==> src/rtl/cc_job_ctrl.sv <==
// cc_job_ctrl: serial job front-end for the combinational Code Calculator datapath.
//   clk_i          system clock, rising edge
//   rst_ni         asynchronous active-low reset
//   in_valid_i     operand beat valid
//   in_ready_o     controller can accept a beat (IDLE/LOAD only)
//   in_data_i      operand nibble; beats 0..3 go to cc_in_n0..3
//   in_opt_i       opcode, taken on beat 0 only
//   cc_in_n*_o     registered operands to the CC
//   cc_opt_o       registered opcode to the CC
//   cc_out_n_i     CC result
//   out_valid_o    captured result valid
//   out_ready_i    downstream accepts the result
//   out_data_o     captured result
//   out_tag_o      index of the presented job
module cc_job_ctrl #(
    parameter int CC_WAIT = 1,
    parameter int TAG_W   = 8
) (
    input  logic             clk_i,
    input  logic             rst_ni,
    input  logic             in_valid_i,
    output logic             in_ready_o,
    input  logic [3:0]       in_data_i,
    input  logic [2:0]       in_opt_i,
    output logic [3:0]       cc_in_n0_o,
    output logic [3:0]       cc_in_n1_o,
    output logic [3:0]       cc_in_n2_o,
    output logic [3:0]       cc_in_n3_o,
    output logic [2:0]       cc_opt_o,
    input  logic [8:0]       cc_out_n_i,
    output logic             out_valid_o,
    input  logic             out_ready_i,
    output logic [8:0]       out_data_o,
    output logic [TAG_W-1:0] out_tag_o
);
    typedef enum logic [1:0] {IDLE, LOAD, EXEC, HOLD} state_e;

    localparam logic [3:0] WAIT_LAST = 4'(CC_WAIT - 1);

    state_e            state_q, state_d;
    logic [1:0]        cnt_q, cnt_d;
    logic [3:0]        wait_q, wait_d;
    logic [3:0][3:0]   n_q, n_d;
    logic [2:0]        opt_q, opt_d;
    logic [8:0]        data_q, data_d;
    logic              valid_q, valid_d;
    logic [TAG_W-1:0]  tag_q, tag_d;
    logic              accept;

    assign in_ready_o  = (state_q == IDLE) || (state_q == LOAD);
    assign accept      = in_valid_i && in_ready_o;
    assign cc_in_n0_o  = n_q[0];
    assign cc_in_n1_o  = n_q[1];
    assign cc_in_n2_o  = n_q[2];
    assign cc_in_n3_o  = n_q[3];
    assign cc_opt_o    = opt_q;
    assign out_valid_o = valid_q;
    assign out_data_o  = data_q;
    assign out_tag_o   = tag_q;

    always_ff @(posedge clk_i or negedge rst_ni) begin
        if (!rst_ni) begin
            state_q <= IDLE;
            cnt_q   <= '0;
            wait_q  <= '0;
            n_q     <= '0;
            opt_q   <= '0;
            data_q  <= '0;
            valid_q <= 1'b0;
            tag_q   <= '0;
        end else begin
            state_q <= state_d;
            cnt_q   <= cnt_d;
            wait_q  <= wait_d;
            n_q     <= n_d;
            opt_q   <= opt_d;
            data_q  <= data_d;
            valid_q <= valid_d;
            tag_q   <= tag_d;
        end
    end

    always_comb begin
        state_d = state_q;
        cnt_d   = cnt_q;
        wait_d  = wait_q;
        n_d     = n_q;
        opt_d   = opt_q;
        data_d  = data_q;
        valid_d = valid_q;
        tag_d   = tag_q;
        case (state_q)
            IDLE: if (accept) begin
                n_d[0]  = in_data_i;
                opt_d   = in_opt_i;
                cnt_d   = 2'd1;
                state_d = LOAD;
            end
            LOAD: if (accept) begin
                n_d[cnt_q] = in_data_i;
                cnt_d      = cnt_q + 2'd1;
                if (cnt_q == 2'd3) begin
                    wait_d  = '0;
                    state_d = EXEC;
                end
            end
            EXEC: begin
                // wait_q counts settle cycles since the last operand landed
                wait_d = wait_q + 4'd1;
                if (wait_q == WAIT_LAST) begin
                    data_d  = cc_out_n_i;
                    valid_d = 1'b1;
                    state_d = HOLD;
                end
            end
            HOLD: if (out_ready_i) begin
                valid_d = 1'b0;
                tag_d   = tag_q + 1'b1;
                state_d = IDLE;
            end
            default: state_d = IDLE;
        endcase
    end
endmodule

==> config.mk <==
export PLATFORM = sky130hd
export DESIGN_NAME = cc_job_ctrl
export DESIGN_NICKNAME = d
export VERILOG_FILES = /design/src/rtl/cc_job_ctrl.sv
export SDC_FILE = /design/constraint.sdc
export NUM_CORES = 1
export LEC_CHECK = 0
export CORE_ASPECT_RATIO = 0.7
export CORE_MARGIN = 2
export CORE_UTILIZATION = 50
export DETAILED_ROUTE_END_ITERATION = 7
export PLACE_DENSITY = 0.91
export SLEW_MARGIN = 5
export SYNTH_ARGS = -nofsm -noshare
export SYNTH_HDL_FRONTEND = slang
export SYNTH_SLANG_ARGS = --single-unit
==> constraint.sdc <==
create_clock -name clk_i -period 4 [get_ports clk_i]
set_input_delay 0.8 -clock clk_i [delete_from_list [all_inputs] [get_ports clk_i]]
set_output_delay 0.8 -clock clk_i [all_outputs]
set_load 0.1 [all_outputs]
==> impl_metrics.tcl, run 1 <==
set metrics [dict create \
    run_status "finished, final reports clean" \
    holdCritPathClass "reg -> reg" \
    post_synth_instance_area_sq_mm 0.002057 \
    layout.cells.most_common_list "sky130_fd_sc_hd__clkdlybuf4s50_1, sky130_fd_sc_hd__dfrtp_1, sky130_fd_sc_hd__mux2_2" \
    area.sequential_sq_mm 0.001126 \
    hold-path-endpoint "out_tag_o[7]" \
    crit_path_end_kind "output port" \
    yosys_register_bits 45 \
    min_delay_path_depth 1 \
    detail-route-antenna-nets 0 \
    die-width_um 80.66 \
    post-place-ws_ns 1.488 \
    pin_count_of_the_biggest_net_entering_global_routing 46 \
    synth-edff-count 0 \
    cts-buffers-inserted 5 \
    post_drt_wl_per_cell_um 14.31 \
    clockBufferDepth 2 \
    multi_input_area_sq_um 873.3 \
    crit_slowest_cell "sky130_fd_sc_hd__clkdlybuf4s50_1" \
    critical_path.max_stage_delay_ns 1.16 \
    cts.sinks 45 \
    die_outline_height_um 57.67 \
    wire_length_of_the_first_global_routing_pass_mm 6.368 \
    arrival_ns 1.89 \
    gp_congestion 0.7660 \
    worst_slew_margin_rel_pct 33.92 \
    ys.warnings.count 0 \
    critPathMaxFanout 4 \
    synth_flop_cell "sky130_fd_sc_hd__dfrtp_1" \
    rsz0062_at_grt "false" \
    first_global_vias 1335 \
    worst-setup-path-type "reg -> out" \
    ctsHtreeMaxLevel 2 \
    fin_crit_sh_pct 67.21 \
    pin_count 58 \
    synthArstFlopShare_pct 100.0 \
    clock.fmax_mhz 372.0 \
    routed-via-count 1399 \
    route.detailed.drc 0 \
    worst_skew_pair.late_latency_ns 0.30 \
    design.core.area_sq_mm 0.003946 \
    groute.usage.overall_pct 18.31 \
    grt_overflow_total 0 \
    floorplan.rows 19 \
    max_slew.worst_pin.slew_ns 0.9881 \
    detail_route.iter0.violations 59 \
    clock_skew_ns 0.004431 \
    critical_path_buf_inv_count 1 \
    mapped_cells 156 \
    cts_hold_buffers 0 \
    syn2layout_area_growth_pct 34.25 \
    clockRootBuffer "sky130_fd_sc_hd__clkbuf_8" \
    category_of_the_worst_setup_path_launch_point "flop" \
    hold_path.startpoint "out_tag_o[7]" \
    antenna-diode-count 0 \
    reg2reg_setup_slack_ns 2.05 \
    synth_cell_types 33 \
    setup_violating_endpoint_count_in_the_final_report 0 \
    timing.final.max_slew_violations 0 \
    fin_setup_tns_ns 0 \
    setup_slack_ns 1.312 \
    final-hold-violation-count 0 \
    cp_top_family "buffers and inverters" \
    initial_antenna_violation_count 0 \
    crit_chain "clkdlybuf4s50_1" \
    first_drt_pass_iteration_count 4 \
    viasPerCell 5.201 \
    proportion_of_layout_cells_with_a_drive_suffix_above_1_pct 20.74 \
    synth_fp_nets 188 \
    clk_transition_reported_paths_ns 0.08 \
    post-cts-setup-buffer-count 0 \
    tritoncts "done" \
    synth_seq_area_share_pct 54.74 \
    place.detailed.hpwl_mm 2.822 \
    final.fill_count 304 \
    portBuffers 57 \
    worst_ep_required_time_ns 3.20 \
    cap_viol_max_count 0 \
    crit_path_time_final_ns 2.688 \
    finish.net_count 248 \
    design.die.area_sq_mm 0.004651 \
    r2r_cells 5 \
    post_cts_repair_resize_count 0 \
    mostFrequentLayoutCell "sky130_fd_sc_hd__clkdlybuf4s50_1" \
    routed_wirelength_mm 3.850 \
    initial_utilization_pct 52.12 \
    critical_path.reg2reg.startpoint "state_q[1]" \
    reg2reg_to "cc_in_n0_o[1]" \
    syn_area_per_cell_sq_um 13.19 \
]
-- kinds of logic (layout without fill, tap and decap cells) --
logic type	after synthesis	count (layout)	share of synthesized area, %
AO/OA/AOI/OAI	13	13	5.961
adder cells (fa/ha/maj)	12	12	7.299
flip-flops	45	45	54.74
buffers and inverters	14	75	2.798
multiplexers	31	31	17.15
AND/OR/NAND/NOR	34	34	9.065
XOR/XNOR	7	7	2.981
-- state kept, by name, indices dropped and copies added, names as in the netlist --
name         flops
out_data_o       9
out_valid_o      1
cc_in_n1_o       4
out_tag_o        8
wait_q           4
cc_in_n3_o       4
cc_opt_o         3
cc_in_n2_o       4
state_q          2
cnt_q            2
cc_in_n0_o       4
-- cells in the mapped netlist (2+ instances only) --
master                     count  area share (%)
sky130_fd_sc_hd__nor2_1        5            0.91
sky130_fd_sc_hd__nor2b_1       2            0.61
sky130_fd_sc_hd__xnor2_1       4             1.7
sky130_fd_sc_hd__nor3_1        2            0.49
sky130_fd_sc_hd__xor2_1        3             1.3
sky130_fd_sc_hd__a21boi_0      2            0.73
sky130_fd_sc_hd__a21boi_1      2            0.73
sky130_fd_sc_hd__nand3_1       8             1.9
sky130_fd_sc_hd__dfrtp_1      45              55
sky130_fd_sc_hd__inv_1        10             1.8
sky130_fd_sc_hd__ha_1         12             7.3
sky130_fd_sc_hd__buf_2         4            0.97
sky130_fd_sc_hd__a32o_1        2            0.97
sky130_fd_sc_hd__nand2_1       7             1.3
sky130_fd_sc_hd__mux2_2       30              16
-- metal layers --
| layer | share of wire [%] | vias up | GRT usage [%] |
|---|---|---|---|
| met4 | 1.4 | 0 | 7.264 |
| met5 | 0 | - | 0 |
| met2 | 45 | 40 | 26.43 |
| li1 | - | 658 | - |
| met1 | 48 | 696 | 25.92 |
| met3 | 5.4 | 5 | 6.075 |
-- stage by stage --
step	hold WS, ns	instances	area, sq um	util (%)
detailed placement	0.4833	261	2665	67.53
floorplan	0.5044	156	2057	-
CTS	0.4945	269	2761	69.97
finish	0.4916	269	2761	69.97
global placement	0.4597	261	2665	67.53
global route	0.5171	269	2761	69.97
-- cell type report --
class | count | share of cell area (%)
clock buffers | 6 | 2.990
clock inverters | 2 | 0.4984
inverters | 10 | 1.359
multi-input cells | 97 | 31.63
flip-flops and latches | 45 | 40.78
well taps | 52 | 2.356
repair buffers | 57 | 20.39
-- worst max-delay path by stage --
stage,start,end,cells after the start
after CTS,out_tag_o[4],out_tag_o[4],1
after floorplan,state_q[1],in_ready_o,4
final,out_tag_o[4],out_tag_o[4],1
after global routing,out_tag_o[4],out_tag_o[4],1
after global placement,in_valid_i,state_q[1],4
after detailed placement,in_valid_i,state_q[1],4
Power of run 1 is not shown: default switching activity piles up to over one toggle a cycle in this logic, so the estimate is an artifact.
==> run 2: changes to the inputs <==
Settings changed: CORE_UTILIZATION 50 to 43, PLACE_DENSITY 0.91 to 0.84.
Clock period 4 ns to 2.2 ns, I/O delays scaled along.
==> run 2 against run 1 <==
Net effect: core utilization fell by 11 points; setup slack got worse by 1.1 ns; first-iteration DRC count fell by 39%; worst hold slack got worse by 0.39 ns; clock skew rose by 0.00085 ns; register-to-register slack got worse by 1.7 ns; die area rose by 15%; critical path type unchanged.
==> impl_metrics.tcl, run 2 (synthesis gave the netlist of run 1 again) <==
set metrics [dict create \
    initial_utilization_pct 43.74 \
    proportion_of_layout_cells_with_a_drive_suffix_above_1_pct 39.64 \
    antenna-diode-count 0 \
    critPathMaxFanout 4 \
    floorplan.rows 21 \
    cts-buffers-inserted 5 \
    clockRootBuffer "sky130_fd_sc_hd__clkbuf_8" \
    die_outline_height_um 61.87 \
    cts.sinks 45 \
    pin_count 58 \
    largest_register_ffs 9 \
    syn2layout_area_growth_pct 34.12 \
    detail_route.iter0.violations 36 \
    design.die.area_sq_mm 0.005362 \
    first_drt_pass_iteration_count 4 \
    wire_length_of_the_first_global_routing_pass_mm 6.410 \
    crit_path_end_kind "output port" \
    max_slew.worst_pin.slew_ns 0.4027 \
    design.core.area_sq_mm 0.004703 \
    initial_antenna_violation_count 0 \
    portBuffers 57 \
    clock.fmax_mhz 490.8 \
    fin_crit_sh_pct 92.61 \
    ctsHtreeMaxLevel 2 \
    final-hold-violation-count 0 \
    tritoncts "done" \
    crit_path_time_final_ns 2.038 \
    post_drt_wl_per_cell_um 14.15 \
    layout.cells.most_common_list "sky130_fd_sc_hd__dfrtp_1, sky130_fd_sc_hd__buf_4, sky130_fd_sc_hd__mux2_2" \
    run_status "finished, final reports clean" \
    timing.final.max_slew_violations 0 \
    pin_count_of_the_biggest_net_entering_global_routing 46 \
    setup_violating_endpoint_count_in_the_final_report 0 \
    detail-route-antenna-nets 0 \
    category_of_the_worst_setup_path_launch_point "flop" \
    mostFrequentLayoutCell "sky130_fd_sc_hd__dfrtp_1" \
    holdCritPathClass "in -> async" \
    routed_wirelength_mm 3.949 \
    routed-via-count 1391 \
    worst_slew_margin_rel_pct 73.10 \
    gp_congestion 0.7803 \
    place.detailed.hpwl_mm 2.936 \
    clock_skew_ns 0.005277 \
    worst_ep_required_time_ns 1.76 \
    reg2reg_setup_slack_ns 0.31 \
    grt_overflow_total 0 \
    first_global_vias 1366 \
    worst-setup-path-type "reg -> out" \
    clockBufferDepth 2 \
    die-width_um 86.67 \
    worst_skew_pair.late_latency_ns 0.30 \
    cap_viol_max_count 0 \
    post-cts-setup-buffer-count 0 \
    critical_path.reg2reg.startpoint "wait_q[0]" \
    viasPerCell 4.986 \
    rsz0062_at_grt "false" \
    groute.usage.overall_pct 15.73 \
    fin_setup_tns_ns 0 \
    reg2reg_to "state_q[1]" \
    route.detailed.drc 0 \
    finish.net_count 253 \
    fin_worst_hold_slack_ns 0.1065 \
    final_core_utilization_pct 58.66 \
    clk_transition_reported_paths_ns 0.08 \
    r2r_cells 5 \
    arrival_ns 1.60 \
]
[run 2: cell count changes in the layout (fill, tap and decap cells not counted), sizes merged]
cell           delta
buf              +42
clkdlybuf4s50    -37
bufinv            +1
clkbuf            -1
clkinv            -1
clkinvlp          +1
[run 2: timing repair]
item	4_1_cts	5_1_grt
setup endpoints to repair	0	1
resized for setup	0	1
hold buffers	0	0
hold endpoints to repair	0	0
[run 2: how the worst max path moves through the flow]
stage | startpoint | endpoint | slack (ns) | cells past startpoint
2_1_floorplan | wait_q[0] | state_q[1] | 0.40 | 5
3_3_place_gp | out_ready_i | state_q[1] | 0.34 | 4
3_5_place_dp | state_q[1] | cc_in_n0_o[1] | 0.29 | 5
4_1_cts | state_q[1] | in_ready_o | 0.09 | 4
5_1_grt | state_q[0] | in_ready_o | 0.09 | 4
6_report | state_q[0] | in_ready_o | 0.16 | 4
[run 2: cell type report]
class / instances / area (sq um)
Fill cell: 404 / 1944
Sequential cell: 45 / 1126
Timing Repair Buffer: 62 / 533.0
Multi-Input combinational cell: 97 / 875.8
Inverter: 10 / 37.54
Clock buffer: 5 / 68.82
Clock inverter: 3 / 46.29
Tap cell: 57 / 71.32
[run 2: worst max-delay path, cell delays in order, from the launching register on]
cell and delay [ns]:
sky130_fd_sc_hd__dfrtp_1 0.42, sky130_fd_sc_hd__inv_1 0.10, sky130_fd_sc_hd__ha_1 0.26, sky130_fd_sc_hd__or2_2 0.33, sky130_fd_sc_hd__buf_12 0.18
[run 2: metal layers]
layer	GRT usage (%)	up-vias	wire length [um]
met5	0	-	0
met4	6.027	0	57
met3	6.077	8	301
met2	22.75	39	1655
met1	21.63	673	1935
li1	-	671	-
[run 2: stage by stage]
stage / std cells / worst slack (ns) / area, sq um
after global placement: 271 / 0.3358 / 2641
final: 279 / 0.1625 / 2759
after global routing: 279 / 0.08787 / 2759
after floorplan: 156 / 0.3980 / 2057
after detailed placement: 271 / 0.2873 / 2641
after CTS: 279 / 0.08535 / 2756
Power of run 2 is left out for the same reason.
